**config.mk**
```make
export PLATFORM = sky130hd
export DESIGN_NAME = track_section_arbiter
export DESIGN_NICKNAME = d
export VERILOG_FILES = /design/src/rtl/track_section_arbiter.sv
export SDC_FILE = /design/constraint.sdc
export NUM_CORES = 1
export LEC_CHECK = 0
export ABC_AREA = 1
export ABC_CLOCK_PERIOD_IN_PS = 1480
export BUFFER_PORTS_ARGS = -buffer_cell sky130_fd_sc_hd__buf_2
export CORE_MARGIN = 2
export CORE_UTILIZATION = 36
export DETAILED_ROUTE_END_ITERATION = 16
export GPL_ROUTABILITY_DRIVEN = 0
export REMOVE_ABC_BUFFERS = 1
export SLEW_MARGIN = 20
export SYNTH_ARGS = -nofsm -noshare
export SYNTH_HDL_FRONTEND = slang
export SYNTH_SLANG_ARGS = --single-unit
```
**constraint.sdc**
```tcl
create_clock -name clk -period 1.48 [get_ports clk]
set_input_delay 0.148 -clock clk [delete_from_list [all_inputs] [get_ports clk]]
set_output_delay 0.148 -clock clk [all_outputs]
set_load 0.03 [all_outputs]
```
**src/rtl/track_section_arbiter.sv**
```systemverilog
// Single-track section arbiter: round-robin east/west grant, gate-closed handshake before proceed, CLEAR_CYC-cycle clearance after exit.
// Latency: request to close_req one edge; go follows gate_closed combinationally. Optional watchdog under TRACK_ARB_TIMEOUT_EN.
module track_section_arbiter #(
  parameter int unsigned CLEAR_CYC   = 8,
  parameter int unsigned TIMEOUT_CYC = 200,
  parameter int unsigned CNT_W       = 8
) (
  input  logic clk,
  input  logic rst_,
  input  logic req_e,
  input  logic req_w,
  input  logic exit_e,
  input  logic exit_w,
  input  logic gate_closed,
  output logic close_req,
  output logic go_e,
  output logic go_w,
  output logic busy,
  output logic owner,
  output logic timeout
);

  typedef enum logic [1:0] {
    IDLE  = 2'd0,
    CLOSE = 2'd1,
    GRANT = 2'd2,
    CLEAR = 2'd3
  } state_t;

  localparam logic [CNT_W-1:0] CLR_LAST = CNT_W'(CLEAR_CYC - 1);
  localparam logic [CNT_W-1:0] CNT_MAX  = '1;

  // Elaboration marker: present only when the parameter set is out of range.
  if ((CLEAR_CYC < 1) || (TIMEOUT_CYC < 1) || (CLEAR_CYC > (1 << CNT_W))) begin : g_bad_params
  end

  state_t           state_q, state_d;
  logic [CNT_W-1:0] cnt_q, cnt_d;
  logic             owner_q, owner_d;
  logic             last_owner_q, last_owner_d;
  logic             cnt_run;

  always_comb begin
    state_d      = state_q;
    owner_d      = owner_q;
    last_owner_d = last_owner_q;
    case (state_q)
      IDLE: begin
        if (req_e && req_w) begin
          owner_d = ~last_owner_q;
          state_d = CLOSE;
        end else if (req_e) begin
          owner_d = 1'b0;
          state_d = CLOSE;
        end else if (req_w) begin
          owner_d = 1'b1;
          state_d = CLOSE;
        end
      end
      CLOSE: begin
        if (gate_closed) state_d = GRANT;
      end
      GRANT: begin
        // Only the owning side's exit sensor releases the section.
        if (owner_q ? exit_w : exit_e) begin
          state_d      = CLEAR;
          last_owner_d = owner_q;
        end
      end
      CLEAR: begin
        if (cnt_q == CLR_LAST) state_d = IDLE;
      end
      default: state_d = IDLE;
    endcase
  end

`ifdef TRACK_ARB_TIMEOUT_EN
  assign cnt_run = (state_q == CLEAR) || (state_q == GRANT);
`else
  assign cnt_run = (state_q == CLEAR);
`endif

  always_comb begin
    cnt_d = cnt_q;
    if (state_d != state_q) begin
      cnt_d = '0;
    end else if (cnt_run && (cnt_q != CNT_MAX)) begin
      cnt_d = cnt_q + CNT_W'(1);
    end
  end

  always_ff @(posedge clk or negedge rst_) begin
    if (!rst_) begin
      state_q      <= IDLE;
      cnt_q        <= '0;
      owner_q      <= 1'b0;
      last_owner_q <= 1'b1;
    end else begin
      state_q      <= state_d;
      cnt_q        <= cnt_d;
      owner_q      <= owner_d;
      last_owner_q <= last_owner_d;
    end
  end

`ifdef TRACK_ARB_TIMEOUT_EN
  localparam logic [CNT_W-1:0] TMO_LAST = CNT_W'(TIMEOUT_CYC - 1);

  logic timeout_q, timeout_d;

  always_comb begin
    timeout_d = timeout_q;
    if ((state_q == GRANT) && (cnt_q == TMO_LAST)) timeout_d = 1'b1;
  end

  always_ff @(posedge clk or negedge rst_) begin
    if (!rst_) begin
      timeout_q <= 1'b0;
    end else begin
      timeout_q <= timeout_d;
    end
  end

  assign timeout = timeout_q;
`else
  assign timeout = 1'b0;
`endif

  assign busy      = (state_q != IDLE);
  assign close_req = (state_q == CLOSE) || (state_q == GRANT);
  assign owner     = owner_q;
  // Proceed is gated live by the gate acknowledge so it drops the cycle the gate lifts.
  assign go_e      = (state_q == GRANT) && !owner_q && gate_closed;
  assign go_w      = (state_q == GRANT) &&  owner_q && gate_closed;

endmodule

```
==> results.sh <==
export IMPL_status="finished, violations left"
export IMPL_violations="setup timing"
export IMPL_synth_fa_ha_area_frac=0.0767
export IMPL_critPathRequiredTime_ns=1.65
export IMPL_cp_max_fo=8
export IMPL_grt_busiest_layer="met2"
export IMPL_die_area_sq_mm=0.00266
export IMPL_post_dp_cell_area_sq_mm=0.00101
export IMPL_rsz0062_at_grt="true"
export IMPL_p_leak_nw=0.605
export IMPL_ctsRootBufferMaster="clkbuf_4"
export IMPL_start_util=0.376
export IMPL_r2r_end="cnt_q[1]"
export IMPL_r2r_setup_slack_ns=-0.13
export IMPL_worst_slack_ns=-0.133
export IMPL_reg2reg_depth=10
export IMPL_peakVddDrop_v=0.00167
export IMPL_setup_viol=12
export IMPL_hold_violations=0
export IMPL_antenna_found_initial=0
export IMPL_clk_latency_ns=0.28
export IMPL_hold_path_startpoint="req_w"
export IMPL_core_sq_mm=0.00217
export IMPL_nNetsFinal=165
export IMPL_pwr_density_cell_mw_per_mm2=1970
export IMPL_wire_per_inst_microns=12.6
export IMPL_grt_max_degree=13
export IMPL_pre_cts_ws_ns=-0.224
export IMPL_cts_tree="yes"
export IMPL_drtIter0Drc=8
export IMPL_syn_inst=112
export IMPL_fin_area_sq_mm=0.00130
export IMPL_fp_dieH_microns=51.6
export IMPL_p_comb_frac=0.721
export IMPL_grt_pass1_wl_microns=3850
export IMPL_vias_per_cell=4.77
export IMPL_critPathSlowestCell="dfrtp_1"
export IMPL_cpMostUsedCell="nand2_2"
export IMPL_crit_chain="inv_2, buf_6, buf_4, nand2_1, a32oi_2, nand2_2, nand2_2, nand2_2, nand2_4, nor2_1"
export IMPL_finClkSkew_ns=0.0127
export IMPL_met3_usage=0.00862
export IMPL_post_dp_hpwl_microns=1400
export IMPL_post_route_util=0.599
export IMPL_critPathLaunchType="flop"
export IMPL_io_pins=13
export IMPL_synth_compound_area_frac=0.0690
export IMPL_synthXorXnorAreaFrac=0.0429
export IMPL_fmax_mhz=620
export IMPL_critPathArrivalTime_ns=1.78
export IMPL_cp_end_kind="flop"
export IMPL_wl_microns=2280
export IMPL_ys_ff_latch=12
export IMPL_hp_class="in -> reg"
export IMPL_drt_pass1_iterations=4
export IMPL_die_w_microns=51.6
export IMPL_seq_area_frac_synth=0.370
export IMPL_worstHoldEndpoint="owner"
export IMPL_holdWs_ns=0.123
export IMPL_period_share=1.09
export IMPL_synthMuxAreaShare=0
export IMPL_power_frac_seq=0.193
export IMPL_synthSimpleGateAreaFrac=0.362
export IMPL_maxSlewViolCount=0
export IMPL_p_sw_frac=0.456
export IMPL_rows=17
export IMPL_critPathBufInv=3
export IMPL_switchingPower_w=0.00117
export IMPL_timing_final_crit_period_ns=1.61
export IMPL_clockPowerShare=0.086
export IMPL_drcViolationCount=0
export IMPL_grt_overflow=0
export IMPL_synth_top_family_by_area="simple AND/OR/NAND/NOR gates"
export IMPL_grtUsageTotal=0.195
export IMPL_cts_sinks=12
export IMPL_clk_pin_slew_ns=0.08
export IMPL_grt_pass1_vias=890
export IMPL_vias=858
export IMPL_htreeDepth=1
export IMPL_critPathKind="reg -> reg"
export IMPL_critPathMaxStageDelay_ns=0.44
export IMPL_finalSetupTns_ns=-1.25
export IMPL_grtUsageMet1=0.233
export IMPL_drtAntennaViolNets=0
export IMPL_io_buffers=11
export IMPL_cts_buffers=3
export IMPL_cts_max_path_buffers=2
export IMPL_antennaDiodeCount=0
export IMPL_final_layout_size_suffix_gt1_frac=0.480
export IMPL_grtUsageMet2=0.361
export IMPL_critPathTopFamily="simple AND/OR/NAND/NOR gates"
export IMPL_synth_area_sq_um=816
export IMPL_synth_warnings=0
export IMPL_rr_startpoint="state_q[0]"
export IMPL_ys_types=20
export IMPL_syn_area_per_cell_sq_um=7.28
export IMPL_hold_path_depth=3
export IMPL_p_int_w=0.00139
export IMPL_synthToLayoutAreaGrowth_pct=59.2
export IMPL_maxCapViolCount=0
[repair_timing]
action                     4_1_cts  5_1_grt
setup buffers                    9        1
pin swaps                       13       11
hold endpoints to repair        11        0
setup endpoints to repair       11       14
hold buffers                     1        0
gates resized for setup         31       19
[per-stage QoR]
| step | total power, W | instances |
|---|---|---|
| 6_report | 0.00256 | 180 |
| 2_1_floorplan | 0.00115 | 110 |
| 5_1_grt | 0.00272 | 180 |
| 3_3_place_gp | 0.00156 | 165 |
| 4_1_cts | 0.00221 | 179 |
| 3_5_place_dp | 0.00157 | 165 |
[synth_stat cells]
master,count,area share
a32oi_1,1,0.011
nor3_1,5,0.031
dfstp_2,1,0.032
a32o_1,1,0.012
nand2_4,1,0.014
clkbuf_2,1,0.0061
nor3_2,1,0.012
ha_1,5,0.077
nor2_1,15,0.069
dfrtp_1,11,0.34
conb_1,1,0.0046
o21bai_1,1,0.0092
xor2_1,4,0.043
buf_4,1,0.0092
o21ai_0,5,0.031
nand3_2,2,0.025
a21oi_1,1,0.0061
nand3_1,12,0.074
nand2_1,30,0.14
inv_1,13,0.060
[cell families after synthesis]
kind of cell / Yosys count
DFF: 12
buffers and inverters: 15
other: 1
xor gates and xnor gates: 4
adders and majority gates: 5
AOI/OAI and AO/OA: 9
and+or+nand+nor: 66
[cell type report]
type                    count  area (sq um)
fillers                   189           871
multi-input cells          85           588
flip-flops and latches     12           303
repair buffers             38           293
inverters                  13          53.8
well taps                  28          35.0
clock buffers               4          26.3
[worst register-to-register path, cell delays in order, from the launching register on]
cell and delay [ns]:
dfrtp_1 0.44, inv_2 0.11, buf_6 0.11, buf_4 0.11, nand2_1 0.07, a32oi_2 0.23, nand2_2 0.11, nand2_2 0.09
nand2_2 0.07, nand2_4 0.11, nor2_1 0.06
[cell usage in the layout, fill, tap and decap left out, types with 2 or more instances in the layout]
cell type	instances
nand2_1	24
buf_4	24
nor2_1	11
nand3_1	11
dfrtp_1	10
inv_1	8
buf_2	7
buf_6	6
nand2_2	5
o21ai_0	4
nor2_2	4
xor2_1	4
inv_2	3
ha_4	3
clkbuf_4	3
nor3_1	2
inv_4	2
nor3_2	2
nor3_4	2
nand3_4	2
nand2_4	2
ha_2	2
[registers in the layout (all words and copies together), names as in the netlist]
register	count
owner	1
last_owner_q	1
cnt_q	8
state_q	2
[power by group through the flow]
stage / combinational (W) / clock, W / sequential [W]
after CTS: 0.00150 / 0.000221 / 0.000484
after floorplan: 0.000645 / 0 / 0.000501
after detailed placement: 0.00110 / 0 / 0.000474
after global placement: 0.00109 / 0 / 0.000472
final: 0.00184 / 0.000219 / 0.000494
after global routing: 0.00198 / 0.000242 / 0.000502
[worst max-delay path by stage]
stage	start	to	slack, ns	cells after the start
final	state_q[0]	cnt_q[1]	-0.13	10
after global routing	state_q[0]	cnt_q[1]	-0.22	10
after CTS	state_q[0]	go_e	-0.06	6
after detailed placement	state_q[1]	cnt_q[3]	-0.22	11
after global placement	state_q[1]	cnt_q[0]	-0.22	11
after floorplan	state_q[0]	go_w	-0.20	4
[per-layer routing]
layer	wire, microns	vias to the layer above
met2	1180	21
met1	984	391
li1	-	440
met4	56	0
met3	57	6
met5	0	-
No activity file was read; power rests on OpenSTA's default activity.
